[src/rtl/ccff_loader_pkg.sv]
// ccff_loader shared types and defaults.
// Bitstream word type, chain-length defaults and the loader FSM states.
package ccff_loader_pkg;

    localparam int DATA_W_DEF = 32;
    localparam int LEN_W_DEF  = 16;

    typedef logic [DATA_W_DEF-1:0] ccff_word_t;

    typedef enum logic [2:0] {
        ST_IDLE,
        ST_LOAD,
        ST_SHIFT,
        ST_DRAIN,
        ST_DONE
    } ccff_state_e;

endpackage

[src/rtl/ccff_readback_packer.sv]
// Serial-to-parallel collector for bits leaving ccff_tail.
// Holds one finished word in rb_data and stalls the chain when it cannot accept another.
module ccff_readback_packer
    import ccff_loader_pkg::*;
#(
    parameter int  DATA_W = DATA_W_DEF,
    localparam int POS_W  = $clog2(DATA_W)
) (
    input  logic              prog_clk,
    input  logic              pReset_n,
    input  logic              clear,
    input  logic              flush,
    input  logic              shift_req,
    input  logic              last_bit,
    input  logic [POS_W-1:0]  pos,
    input  logic              tail,
    input  logic              rb_ready,
    output logic              stall,
    output logic              coll_pend,
    output logic [DATA_W-1:0] rb_data,
    output logic              rb_valid
);

    logic [DATA_W-1:0] coll;
    logic [DATA_W-1:0] word;
    logic              completes;
    logic              adv;

    // The final bit closes a word early; unused upper bits stay zero.
    assign completes = (pos == POS_W'(DATA_W - 1)) || last_bit;
    assign stall     = shift_req && completes && rb_valid && !rb_ready;
    assign adv       = shift_req && !stall;
    assign word      = coll | (DATA_W'(tail) << pos);

    always_ff @(posedge prog_clk or negedge pReset_n) begin
        if (!pReset_n) begin
            coll      <= '0;
            coll_pend <= 1'b0;
        end else if (clear) begin
            coll      <= '0;
            coll_pend <= 1'b0;
        end else if (adv) begin
            coll      <= completes ? '0 : word;
            coll_pend <= !completes;
        end
    end

    always_ff @(posedge prog_clk or negedge pReset_n) begin
        if (!pReset_n) begin
            rb_data  <= '0;
            rb_valid <= 1'b0;
        end else if (flush) begin
            rb_valid <= 1'b0;
        end else if (adv && completes) begin
            rb_data  <= word;
            rb_valid <= 1'b1;
        end else if (rb_ready) begin
            rb_valid <= 1'b0;
        end
    end

endmodule

[src/rtl/ccff_loader.sv]
// Configuration-chain loader: streams host words serially into the
// eFPGA config chain and returns the bits shifted out as readback words.
module ccff_loader
    import ccff_loader_pkg::*;
#(
    parameter int DATA_W = DATA_W_DEF,
    parameter int LEN_W  = LEN_W_DEF
) (
    input  logic              prog_clk,
    input  logic              pReset_n,
    input  logic              start,
    input  logic [LEN_W-1:0]  chain_len,
    input  logic              abort,
    input  logic [DATA_W-1:0] s_data,
    input  logic              s_valid,
    output logic              s_ready,
    output logic              ccff_head,
    output logic              ccff_clk_en,
    input  logic              ccff_tail,
    output logic [DATA_W-1:0] rb_data,
    output logic              rb_valid,
    input  logic              rb_ready,
    output logic              busy,
    output logic              done,
    output logic              err_abort
);

    localparam int WL_W  = $clog2(DATA_W) + 1;
    localparam int POS_W = $clog2(DATA_W);

    ccff_state_e       state;
    ccff_state_e       state_nx;
    logic [LEN_W-1:0]  len_q;
    logic [LEN_W-1:0]  bit_cnt;
    logic [WL_W-1:0]   word_left;
    logic [DATA_W-1:0] sreg;
    logic              kill;
    logic              shift_req;
    logic              stall;
    logic              adv;
    logic              last_bit;
    logic              word_end;
    logic              accept;
    logic              coll_pend;

    assign kill      = abort && (state != ST_IDLE);
    assign accept    = start && (state == ST_IDLE);
    assign shift_req = (state == ST_SHIFT) && !abort;
    assign adv       = shift_req && !stall;
    assign last_bit  = (bit_cnt == len_q - LEN_W'(1));
    assign word_end  = (word_left == WL_W'(1));
    assign busy      = (state != ST_IDLE);

    always_ff @(posedge prog_clk or negedge pReset_n) begin
        if (!pReset_n) begin
            state <= ST_IDLE;
        end else begin
            state <= state_nx;
        end
    end

    always_comb begin
        state_nx    = state;
        s_ready     = 1'b0;
        ccff_clk_en = 1'b0;
        ccff_head   = 1'b0;
        done        = 1'b0;
        unique case (state)
            ST_IDLE: begin
                if (start) begin
                    state_nx = (chain_len == '0) ? ST_DONE : ST_LOAD;
                end
            end
            ST_LOAD: begin
                s_ready = 1'b1;
                if (s_valid) begin
                    state_nx = ST_SHIFT;
                end
            end
            ST_SHIFT: begin
                ccff_head   = sreg[0];
                ccff_clk_en = !stall;
                if (!stall) begin
                    if (last_bit) begin
                        state_nx = ST_DRAIN;
                    end else if (word_end) begin
                        // Prefetch the next word so back-to-back words have no bubble.
                        s_ready = 1'b1;
                        if (!s_valid) begin
                            state_nx = ST_LOAD;
                        end
                    end
                end
            end
            ST_DRAIN: begin
                if (!coll_pend) begin
                    state_nx = ST_DONE;
                end
            end
            ST_DONE: begin
                done     = 1'b1;
                state_nx = ST_IDLE;
            end
            default: state_nx = ST_IDLE;
        endcase
        if (kill) begin
            state_nx    = ST_IDLE;
            s_ready     = 1'b0;
            ccff_clk_en = 1'b0;
            done        = 1'b0;
        end
    end

    always_ff @(posedge prog_clk or negedge pReset_n) begin
        if (!pReset_n) begin
            len_q     <= '0;
            bit_cnt   <= '0;
            word_left <= '0;
            sreg      <= '0;
            err_abort <= 1'b0;
        end else begin
            if (accept) begin
                len_q     <= chain_len;
                bit_cnt   <= '0;
                err_abort <= 1'b0;
            end else if (kill) begin
                err_abort <= 1'b1;
            end
            if (adv) begin
                bit_cnt <= bit_cnt + LEN_W'(1);
            end
            if (s_ready && s_valid) begin
                sreg      <= s_data;
                word_left <= WL_W'(DATA_W);
            end else if (adv) begin
                sreg      <= sreg >> 1;
                word_left <= word_left - WL_W'(1);
            end
        end
    end

    ccff_readback_packer #(
        .DATA_W (DATA_W)
    ) u_packer (
        .prog_clk  (prog_clk),
        .pReset_n  (pReset_n),
        .clear     (accept),
        .flush     (kill),
        .shift_req (shift_req),
        .last_bit  (last_bit),
        .pos       (bit_cnt[POS_W-1:0]),
        .tail      (ccff_tail),
        .rb_ready  (rb_ready),
        .stall     (stall),
        .coll_pend (coll_pend),
        .rb_data   (rb_data),
        .rb_valid  (rb_valid)
    );

endmodule

[config.mk]
export PLATFORM = sky130hd
export DESIGN_NAME = ccff_loader
export DESIGN_NICKNAME = d
export VERILOG_FILES = /design/src/rtl/ccff_loader_pkg.sv /design/src/rtl/ccff_readback_packer.sv /design/src/rtl/ccff_loader.sv
export SDC_FILE = /design/constraint.sdc
export NUM_CORES = 1
export LEC_CHECK = 0
export ABC_AREA = 0
export CORE_UTILIZATION = 50
export CTS_CLUSTER_DIAMETER = 40
export DETAILED_ROUTE_END_ITERATION = 6
export GPL_ROUTABILITY_DRIVEN = 1
export PLACE_DENSITY = 0.73
export SYNTH_ARGS = -nofsm -noshare
export SYNTH_HDL_FRONTEND = slang
export SYNTH_SLANG_ARGS = --single-unit
[constraint.sdc]
create_clock -name prog_clk -period 3.55 [get_ports prog_clk]
set_input_delay 0.71 -clock prog_clk [delete_from_list [all_inputs] [get_ports prog_clk]]
set_output_delay 0.71 -clock prog_clk [all_outputs]
set_load 0.01 [all_outputs]
Yosys cells after proc, flatten, opt, wreduce, memory -nomap -nowiden
Cells that the tools add are included.
Cells by class
  $add $sub $neg: 3
  muxes and demuxes: 36
  multiply operators: 0
  div/mod/pow operators: 0
  equal/unequal tests: 13
  shift operators: 1
  reductions and logical operators: 23
  order comparisons: 0
  bitwise logic cells: 2
Operator list (count)
  $mux W32: 5
  $mux W16: 2
  $or A32 B32 Y32: 1
  $shl A1 B5 Y32: 1
  $mux W3: 9
  $add A16 B1 Y16 const B: 1
  $eq A16 B16 Y1: 1
  $logic_not A16 Y1: 1
  $mux W1: 16
  $sub A16 B1 Y16 const B: 1
  $mux W6: 2
  $ne A3 B3 Y1 const B: 4
  $pmux W3 S4: 1
  $logic_and A1 B1 Y1: 9
  $ne A4 B3 Y1 const B: 2
  $eq A3 B2 Y1 const B: 2
  $eq A6 B1 Y1 const B: 1
  $reduce_and A6 Y1: 1
  $reduce_bool A2 Y1: 3
  $reduce_bool A3 Y1: 2
  $sub A6 B1 Y6 const B: 1
  $eq A5 B5 Y1 const B: 1
  $logic_not A1 Y1: 4
  $eq A3 B1 Y1 const B: 1
  6 further kinds: 6
Storage, ports and cells
  RAM bits: 0
  bits of input ports: 55
  register bits: 140
  memories: 0
  ROM bits: 0
  word-level logic and storage cells: 88
  bits in latches: 0

Logic depth before layout (Yosys ltp)
Gate-level depths: netlist (run 1).
  depth after elaboration: 11
  gate-level depth with buffers: 14

Cells and area by module
From an unflattened synthesis (run 1), not the netlist that was laid out.
Unflattened totals
  cell total of the unflattened synthesis: 730
  area total of the unflattened synthesis: 7292.0 sq um
Modules (own cells, without submodules)
  ccff_loader: times used 1, area each 4360.4 sq um, cells an instance 482
  ccff_readback_packer: times used 1, area each 2931.6 sq um, cells an instance 248

Worst setup path after synthesis (run 1)
No wires, ideal clock.
  path kind: reg-to-output
  start: register len_q[3]
  end: output ccff_clk_en
  data required time: 2840 ps
  cell stages (with the launch flop): 12
  arrival time: 3005 ps
  setup slack: -165 ps
  buffers on the path: 3
  cells stage by stage: dfrtp_1 > buf_6 > or4_1 > or3_4 > nor4_2 > o21ai_1 > or4_4 > o21ba_4 > o21ai_4 > inv_2 > buf_2 > buf_2
On the way
  longest elaborated chain between the ends: 9
Ends and longest elaborated chain
  from (decl): RTL line ccff_loader.sv:33  | logic [LEN_W-1:0] len_q;
  from (signal assigned): RTL line ccff_loader.sv:123  | len_q <= chain_len;
  $sub A16 B1 Y16: RTL line ccff_loader.sv:50  | assign last_bit = (bit_cnt == len_q - LEN_W'(1));
  $eq A16 B16 Y1: RTL line ccff_loader.sv:50
  $logic_or A1 B1 Y1: RTL line ccff_readback_packer.sv:30  | assign completes = (pos == POS_W'(DATA_W - 1)) || last_bit;
  $logic_and A1 B1 Y1 (3 in a row): RTL line ccff_readback_packer.sv:31  | assign stall = shift_req && completes && rb_valid && !rb_ready;
  $logic_not A1 Y1: RTL line ccff_loader.sv:82  | ccff_clk_en = !stall;
  $mux W1: RTL line ccff_loader.sv:68  | unique case (state)
  $mux W1: RTL line ccff_loader.sv:106  | if (kill) begin
  to (decl): RTL line ccff_loader.sv:18  | output logic ccff_clk_en,
Every way passes these cells.

Worst setup path in the final report (run 1)
Ends and elaborated chain as after synthesis.

==> results of run 1 <==
## power groups by stage
stage                     logic (mW)  clock network (mW)  registers, mW
after floorplan                 1.20                   0           2.18
after global placement          1.69                   0           2.21
after detailed placement        1.75                   0           2.24
after CTS                       1.98                1.68           2.22
after global routing            2.28                1.75           2.28
final                           2.11                1.66           2.24
## flip-flops by register name, indices dropped and copies added, names as in the netlist
register / flops
bit_cnt: 16
state: 3
sreg: 32
len_q: 16
u_packer.coll: 32
err_abort: 1
u_packer.coll_pend: 1
u_packer.rb_data: 32
u_packer.rb_valid: 1
word_left: 6
## synthesized netlist by cell type, types with 16 or more instances
library cell / count
a21oi_1: 89
a31oi_1: 43
clkbuf_1: 25
dfrtp_1: 140
mux2_2: 16
nand2_1: 87
nand3_1: 49
nor2_1: 108
nor3_1: 22
## routing by layer
metal	routed length, um	global-route usage, %	vias to the layer above
met5	0	0	-
met4	661	15.3	0
met3	782	5.27	49
met2	9290	44.7	176
met1	7800	34.4	3027
li1	-	-	2892
## worst paths after layout
check	start	end	cells after the start
worst max-delay path	len_q[3]	ccff_clk_en	9
worst min-delay path	pReset_n	len_q[12]	1
worst max register to register	len_q[3]	bit_cnt[6]	11
worst min register to register	err_abort	err_abort	2
max in group asynchronous	pReset_n	u_packer.coll[18]	2
min in group prog_clk	err_abort	err_abort	2
## metrics by stage
step                      setup TNS [ns]  std cells
final                             -0.478       1058
after global routing              -0.746       1058
after CTS                          -6.12       1063
after detailed placement           -7.85       1015
after global placement             -5.40       1015
after floorplan                  -0.0867        755
## critical path, cell delays in order (launching register included)
cell and delay [ns]:
dfrtp_1 0.38, or4_4 0.54, or3_4 0.43, nor4_4 0.14
o21ai_1 0.10, or4_4 0.51, o21ba_4 0.22, o21ai_4 0.16
inv_2 0.07, buf_6 0.12
## kinds of logic (layout without fill, tap and decap cells)
group,after synthesis,after routing,synth area share (%)
flip-flops,140,140,51.1
multiplexers,20,20,3.21
XOR/XNOR,22,22,2.81
AND/OR/NAND/NOR,334,334,22.8
buffers and inverters,61,187,4.10
adder cells (fa/ha/maj),5,5,0.912
AO/OA/AOI/OAI,173,174,15.1
## repair_timing
action                     in CTS  in global routing
resized for setup              76                 25
setup endpoints to repair      82                 80
setup buffers                  12                  3
hold buffers                    0                  0
gates cloned                    8                  0
pin swaps                      12                 13
## cells in the final DEF, fill, tap and decap left out, drive strengths merged, types with 5 or more instances in the layout
master / n
nor4: 8
xor2: 8
ha: 5
nand3: 49
and3: 9
o21ai: 16
buf: 52
or3: 15
dfrtp: 140
clkbuf: 21
mux2: 16
clkdlybuf4s50: 90
nand2b: 5
nand2: 87
a21oi: 90
a31oi: 43
a211o: 7
nor3: 23
nor2b: 7
xnor2: 14
inv: 16
nor2: 108
## layout make-up
class	count	share of cell area, %
clock buffers	21	5.01
multi-input cells	555	36.9
repair buffers	142	15.9
clock inverters	9	0.994
well taps	176	2.40
flip-flops and latches	140	38.1
inverters	15	0.667
==> impl_results.html, run 1 <==
<table>
<tr><th>Metric</th><th>Value</th></tr>
<tr><th colspan="2">Run status</th></tr>
<tr><td>Outcome</td><td>finished with violations</td></tr>
<tr><td>Failing checks</td><td>negative setup slack</td></tr>
<tr><th colspan="2">Die</th></tr>
<tr><td>Initial core utilization</td><td>around half</td></tr>
<tr><td>Die Span Y</td><td>roughly 120 um</td></tr>
<tr><td>Die W</td><td>~120 um</td></tr>
<tr><td>Die Area</td><td>0.0142 mm^2</td></tr>
<tr><td>Core area</td><td>roughly 0.013 mm^2</td></tr>
<tr><td>Site row count</td><td>42</td></tr>
<tr><td>Top-Level Pins</td><td>94</td></tr>
<tr><th colspan="2">CTS</th></tr>
<tr><td>Worst-skew pair later-pin latency</td><td>about 0.42 ns</td></tr>
<tr><td>Clock Path Buffers</td><td>2</td></tr>
<tr><td>CTS Sinks</td><td>140</td></tr>
<tr><td>Clock root buffer</td><td>clkbuf_16</td></tr>
<tr><td>Clock transition at path regs</td><td>~0.050 ns</td></tr>
<tr><td>CTS tree</td><td>built</td></tr>
<tr><td>Total CTS buffers</td><td>17</td></tr>
<tr><td>Number of levels the H-tree was split into</td><td>4</td></tr>
<tr><th colspan="2">Global routing</th></tr>
<tr><td>Largest net degree at the start of global routing</td><td>about 110</td></tr>
<tr><td>Antenna violations before repair</td><td>0</td></tr>
<tr><td>All-layer global routing usage</td><td>a little over a quarter</td></tr>
<tr><td>Via count of the first global-routing pass</td><td>6,270</td></tr>
<tr><td>Wire length of the first global-routing pass</td><td>30.8 mm</td></tr>
<tr><td>Gr ovfl total</td><td>0</td></tr>
<tr><th colspan="2">Critical path</th></tr>
<tr><td>Critical Path Sink Type</td><td>output port</td></tr>
<tr><td>CP Max Fanout</td><td>3</td></tr>
<tr><td>Data required time of the worst path</td><td>about 2.8 ns</td></tr>
<tr><td>Setup slack, reg-to-reg</td><td>around 0.14 ns</td></tr>
<tr><td>Type of origin of the critical path</td><td>flip-flop</td></tr>
<tr><td>Signal arrival time at the worst endpoint</td><td>3.09 ns</td></tr>
<tr><td>Critical path type</td><td>flip-flop to output port</td></tr>
<tr><th colspan="2">Place</th></tr>
<tr><td>Number of I/O port buffers</td><td>93</td></tr>
<tr><td>Weighted congestion reported at the end of routability-driven placement</td><td>around 0.85</td></tr>
<tr><td>Total placed instance area</td><td>0.00810 mm^2</td></tr>
<tr><td>Post-detail-place hpwl</td><td>11.3 mm</td></tr>
<tr><td>Minimum setup slack after placement</td><td>-0.256 ns</td></tr>
<tr><th colspan="2">STA</th></tr>
<tr><td>Worst hold slack</td><td>0.428 ns</td></tr>
<tr><td>Total count of max-transition violations in the final report</td><td>0</td></tr>
<tr><td>Slew at the pin with the worst max-slew slack</td><td>about 0.96 ns</td></tr>
<tr><td>Post-route setup slack</td><td>-0.252 ns</td></tr>
<tr><td>Worst setup skew after layout</td><td>0.0113 ns</td></tr>
<tr><td>Hold violation count in the final report</td><td>0</td></tr>
<tr><td>Post-route clock period utilization</td><td>107%</td></tr>
<tr><td>Maximum frequency from static timing analysis</td><td>0.263 GHz</td></tr>
<tr><td>Final min period</td><td>around 3.8 ns</td></tr>
<tr><td>Rel. slew slack</td><td>between 30% and 40%</td></tr>
<tr><td>RSZ-0062 raised after global routing</td><td>true</td></tr>
<tr><td>Finish-stage setup viols</td><td>2</td></tr>
<tr><th colspan="2">Routing</th></tr>
<tr><td>TritonRoute pass-1 iters</td><td>5</td></tr>
<tr><td>Residual DRC count</td><td>0</td></tr>
<tr><td>Average wire per cell in the routed design</td><td>about 18 um</td></tr>
<tr><td>Drt initial violations</td><td>between 400 and 500</td></tr>
<tr><td>Via count</td><td>about 6,000</td></tr>
<tr><td>Average via count per standard cell</td><td>slightly below 6</td></tr>
<tr><td>Final antenna-violating net count</td><td>0</td></tr>
<tr><td>Post-Route WL</td><td>about 19 mm</td></tr>
<tr><th colspan="2">Logic synthesis</th></tr>
<tr><td>Post-synth EDFFs</td><td>0</td></tr>
<tr><td>Count of synthesis-stage warnings from yosys</td><td>0</td></tr>
<tr><td>Portion of synthesized cell area occupied by the leading cell type</td><td>around half</td></tr>
<tr><td>Synthesized cell area</td><td>about 0.0069 mm^2</td></tr>
<tr><td>Async set-or-reset flop fraction in the synthesized netlist</td><td>100%</td></tr>
<tr><td>Gate count of the mapped netlist</td><td>approximately 760</td></tr>
<tr><td>Library cell occupying the most area in the post-synthesis netlist</td><td>dfrtp_1</td></tr>
<tr><td>Net Count, Synth</td><td>between 800 and 900</td></tr>
<tr><td>Sequential-to-total area share from yosys stat</td><td>just over 50%</td></tr>
<tr><td>Post-Synthesis Mean Instance Area</td><td>about 9 um^2</td></tr>
<tr><td>Register bit count reported by yosys</td><td>140</td></tr>
<tr><td>Cell variety after synth</td><td>57</td></tr>
<tr><td>Synth Flop Type</td><td>dfrtp_1</td></tr>
<tr><td>Synth top area cells</td><td>dfrtp_1 (51%), a21oi_1 (6.5%), nor2_1 (5.9%), nand2_1 (4.8%), a31oi_1 (3.9%)</td></tr>
<tr><th colspan="2">Power and ir drop</th></tr>
<tr><td>Clock network power share</td><td>27.6%</td></tr>
<tr><td>Internal</td><td>3.91 mW</td></tr>
<tr><td>Pwr per Cell Area</td><td>between 600 and 700 mW/mm^2</td></tr>
<tr><td>Net switching share of the total power</td><td>a little over a third</td></tr>
<tr><td>Power after layout</td><td>about 6 mW</td></tr>
<tr><td>Portion of total power attributed to combinational logic</td><td>35.1%</td></tr>
<tr><td>Net Switching</td><td>~2.1 mW</td></tr>
<tr><td>Leakage power</td><td>3.91 nW</td></tr>
<tr><td>Maximum resistive drop on vdd</td><td>0.378 mV</td></tr>
<tr><td>Relative contribution of sequential cells to total power</td><td>between 30 and 40%</td></tr>
<tr><th colspan="2">Finish</th></tr>
<tr><td>Total number of nets in the final design</td><td>931</td></tr>
<tr><td>Area overhead of the layout relative to synthesis</td><td>33.9%</td></tr>
<tr><td>Area of all placed cells without fillers</td><td>slightly above 0.009 mm^2</td></tr>
<tr><td>Number of diodes added for antenna fixing</td><td>0</td></tr>
<tr><td>Area of combinational cells with multiple inputs</td><td>between 0.003 and 0.004 mm^2</td></tr>
<tr><td>Share of the core filled with cells in the final layout</td><td>around 70%</td></tr>
<tr><td>Register area</td><td>between 0.003 and 0.004 mm^2</td></tr>
<tr><td>Proportion of layout cells with a drive suffix above 1</td><td>between 10% and 20%</td></tr>
<tr><td>Number of filler instances in the final layout</td><td>998</td></tr>
<tr><th colspan="2">Job</th></tr>
<tr><td>Number of violations of the max-capacitance limit</td><td>0</td></tr>
<tr><th colspan="2">Min path</th></tr>
<tr><td>Worst min path class</td><td>input port to asynchronous set/reset pin</td></tr>
</table>
(Power assumes the default switching activity.)
==> run 2: changes to the inputs <==
--- a/config.mk
+++ b/config.mk
@@ -6,8 +6,9 @@
 export NUM_CORES = 1
 export LEC_CHECK = 0
 export ABC_AREA = 0
+export CORE_MARGIN = 2
 export CORE_UTILIZATION = 50
-export CTS_CLUSTER_DIAMETER = 40
+export CTS_CLUSTER_DIAMETER = 60
 export DETAILED_ROUTE_END_ITERATION = 6
 export GPL_ROUTABILITY_DRIVEN = 1
 export PLACE_DENSITY = 0.73
==> impl_results.html, run 2 (synthesized netlist as in run 1, its figures left out) <==
<table>
<tr><th>Metric</th><th>Value</th></tr>
<tr><th colspan="2">Run status</th></tr>
<tr><td>Outcome</td><td>finished with violations</td></tr>
<tr><td>Failing checks</td><td>negative setup slack</td></tr>
<tr><th colspan="2">CTS</th></tr>
<tr><td>Number of levels the H-tree was split into</td><td>4</td></tr>
<tr><td>CTS Sinks</td><td>140</td></tr>
<tr><td>CTS tree</td><td>built</td></tr>
<tr><td>Total CTS buffers</td><td>17</td></tr>
<tr><td>Clock Path Buffers</td><td>2</td></tr>
<tr><td>Clock transition at path regs</td><td>~0.06 ns</td></tr>
<tr><td>Clock root buffer</td><td>clkbuf_16</td></tr>
<tr><td>Worst-skew pair later-pin latency</td><td>~0.42 ns</td></tr>
<tr><th colspan="2">STA</th></tr>
<tr><td>Hold violation count in the final report</td><td>0</td></tr>
<tr><td>Maximum frequency from static timing analysis</td><td>around 0.26 GHz</td></tr>
<tr><td>Final min period</td><td>3.81 ns</td></tr>
<tr><td>RSZ-0062 raised after global routing</td><td>true</td></tr>
<tr><td>Total count of max-transition violations in the final report</td><td>0</td></tr>
<tr><td>Finish-stage setup viols</td><td>between 40 and 50</td></tr>
<tr><td>Slew at the pin with the worst max-slew slack</td><td>1.02 ns</td></tr>
<tr><td>Post-route clock period utilization</td><td>107%</td></tr>
<tr><td>Rel. slew slack</td><td>between 30% and 40%</td></tr>
<tr><td>Worst setup skew after layout</td><td>0.00768 ns</td></tr>
<tr><td>Post-route setup slack</td><td>-0.264 ns</td></tr>
<tr><th colspan="2">Routing</th></tr>
<tr><td>Average via count per standard cell</td><td>around 5.7</td></tr>
<tr><td>Drt initial violations</td><td>508</td></tr>
<tr><td>Average wire per cell in the routed design</td><td>16.3 um</td></tr>
<tr><td>Final antenna-violating net count</td><td>0</td></tr>
<tr><td>TritonRoute pass-1 iters</td><td>7</td></tr>
<tr><td>Post-Route WL</td><td>approximately 17 mm</td></tr>
<tr><td>Via count</td><td>around 5,900</td></tr>
<tr><td>Residual DRC count</td><td>0</td></tr>
<tr><th colspan="2">Critical path</th></tr>
<tr><td>Highest cell delay on the worst timing path</td><td>~0.54 ns</td></tr>
<tr><td>Critical Path Sink Type</td><td>output port</td></tr>
<tr><td>Type of origin of the critical path</td><td>flip-flop</td></tr>
<tr><td>Top cell by count, worst path</td><td>or4_4</td></tr>
<tr><td>CP Max Fanout</td><td>3</td></tr>
<tr><td>Setup slack, reg-to-reg</td><td>-0.18 ns</td></tr>
<tr><td>Launch point of the worst reg-to-reg path</td><td>len_q[6]</td></tr>
<tr><td>R2R Path End</td><td>u_packer.coll[30]</td></tr>
<tr><td>Critical path depth in cells</td><td>9</td></tr>
<tr><td>Path depth of the worst reg2reg path</td><td>11</td></tr>
<tr><td>Slowest stage cell on the critical path</td><td>or4_4</td></tr>
<tr><td>Top Family by Delay on Critical Path</td><td>simple AND/OR/NAND/NOR gates</td></tr>
<tr><td>Data required time of the worst path</td><td>2.84 ns</td></tr>
<tr><td>Critical path type</td><td>flip-flop to output port</td></tr>
<tr><td>Signal arrival time at the worst endpoint</td><td>3.10 ns</td></tr>
<tr><td>Cells along the critical path</td><td>or4_4 &gt; or3_4 &gt; nor4_2 &gt; o21ai_1 &gt; or4_4 &gt; o21ba_4 &gt; o21ai_4 &gt; inv_2 &gt; buf_6</td></tr>
<tr><td>Buffering stage count on the worst path with inverters included</td><td>2</td></tr>
<tr><th colspan="2">Place</th></tr>
<tr><td>Number of I/O port buffers</td><td>between 90 and 100</td></tr>
<tr><td>Post-detail-place hpwl</td><td>11.6 mm</td></tr>
<tr><td>Weighted congestion reported at the end of routability-driven placement</td><td>0.878</td></tr>
<tr><td>Minimum setup slack after placement</td><td>-0.415 ns</td></tr>
<tr><th colspan="2">Finish</th></tr>
<tr><td>Area overhead of the layout relative to synthesis</td><td>28.2%</td></tr>
<tr><td>Most common library cell in the layout ignoring fill and taps</td><td>dfrtp_1</td></tr>
<tr><td>Total number of nets in the final design</td><td>approximately 900</td></tr>
<tr><td>Number of diodes added for antenna fixing</td><td>0</td></tr>
<tr><td>Share of the core filled with cells in the final layout</td><td>approximately 66%</td></tr>
<tr><td>Biggest regs</td><td>sreg x32, u_packer.coll x32, u_packer.rb_data x32</td></tr>
<tr><td>Most used cells in the layout excluding fill and tap cells</td><td>dfrtp_1 (140), nor2_1 (108), clkdlybuf4s50_1 (90)</td></tr>
<tr><td>Number of filler instances in the final layout</td><td>approximately 1,100</td></tr>
<tr><td>Proportion of layout cells with a drive suffix above 1</td><td>between 10 and 15%</td></tr>
<tr><th colspan="2">Global routing</th></tr>
<tr><td>Largest net degree at the start of global routing</td><td>78</td></tr>
<tr><td>Gr ovfl total</td><td>0</td></tr>
<tr><td>All-layer global routing usage</td><td>roughly 24%</td></tr>
<tr><td>Antenna violations before repair</td><td>0</td></tr>
<tr><td>Via count of the first global-routing pass</td><td>slightly below 6,000</td></tr>
<tr><td>Wire length of the first global-routing pass</td><td>~28 mm</td></tr>
<tr><th colspan="2">Die</th></tr>
<tr><td>Initial core utilization</td><td>51.6%</td></tr>
<tr><td>Die Span Y</td><td>about 120 um</td></tr>
<tr><td>Core area</td><td>roughly 0.013 mm^2</td></tr>
<tr><td>Site row count</td><td>42</td></tr>
<tr><td>Die Area</td><td>approximately 0.015 mm^2</td></tr>
<tr><td>Die W</td><td>121 um</td></tr>
<tr><td>Top-Level Pins</td><td>94</td></tr>
<tr><th colspan="2">Power and ir drop</th></tr>
<tr><td>Pwr per Cell Area</td><td>680 mW/mm^2</td></tr>
<tr><td>Leakage power</td><td>around 3.9 nW</td></tr>
<tr><td>Maximum resistive drop on vdd</td><td>between 0.4 and 0.5 mV</td></tr>
<tr><th colspan="2">Job</th></tr>
<tr><td>Number of violations of the max-capacitance limit</td><td>0</td></tr>
<tr><th colspan="2">Min path</th></tr>
<tr><td>Worst min path class</td><td>input port to asynchronous set/reset pin</td></tr>
</table>
[run 2: worst max-delay path by stage]
| stage | startpoint | to | slack (ns) |
|---|---|---|---|
| after floorplan | len_q[6] | ccff_clk_en | -0.09 |
| after global placement | len_q[0] | ccff_clk_en | -0.31 |
| after detailed placement | len_q[0] | ccff_clk_en | -0.41 |
| after CTS | len_q[6] | ccff_clk_en | -0.31 |
| after global routing | len_q[6] | ccff_clk_en | -0.36 |
| final | len_q[6] | ccff_clk_en | -0.26 |
[run 2: layout make-up]
cell class                      count  area, um^2  area share [%]
Clock inverter                     11         188            2.13
Sequential cell                   140        3500            39.8
Multi-Input combinational cell    554        3110            35.3
Clock buffer                       20         457            5.19
Timing Repair Buffer              131        1260            14.4
Inverter                           15        56.3           0.640
Tap cell                          176         220            2.50
[run 2: what timing repair did]
item / 4_1_cts / 5_1_grt
endpoints found under the setup margin: 87 / 87
buffers inserted: 3 / 0
resized for setup: 11 / 3
pin swaps: 8 / 3
hold buffers: 0 / 0
[run 2: stage by stage]
step	total power [mW]	cell area (um^2)	setup TNS, ns	instances	hold WS (ns)
2_1_floorplan	3.38	6880	-0.0867	755	0.414
3_3_place_gp	3.92	8110	-10.55	1014	0.476
3_5_place_dp	3.99	8110	-20.55	1014	0.484
4_1_cts	5.99	8780	-4.37	1047	0.323
5_1_grt	6.31	8800	-15.27	1047	0.352
6_report	5.98	8800	-3.26	1047	0.291
[run 2: worst reg2reg max path, delay by kind of cell (launching register included)]
family,cells,cell delay [ns]
and+or+nand+nor,5,1.79
buffers and inverters,2,0.84
AOI/OAI and AO/OA,4,0.66
DFF,1,0.37
[run 2: power by group]
group	switching [mW]	internal, mW
registers	0.280	1.95
logic	0.968	0.820
clock network	0.685	1.28
[run 2: metal layers]
metal | track usage [%] | share of wire, % | up-vias
li1 | - | - | 2863
met1 | 32.0 | 44 | 2911
met2 | 40.2 | 50 | 140
met3 | 5.69 | 4.0 | 19
met4 | 6.75 | 1.2 | 0
met5 | 0 | 0 | -
==> run 3: changes to the inputs <==
--- a/config.mk
+++ b/config.mk
@@ -6,7 +6,6 @@
 export NUM_CORES = 1
 export LEC_CHECK = 0
 export ABC_AREA = 0
-export CORE_MARGIN = 2
 export CORE_UTILIZATION = 50
 export CTS_CLUSTER_DIAMETER = 60
 export DETAILED_ROUTE_END_ITERATION = 6
==> results of run 3 <==
The final DEF is identical to that of run 1; final timing and power are the same.
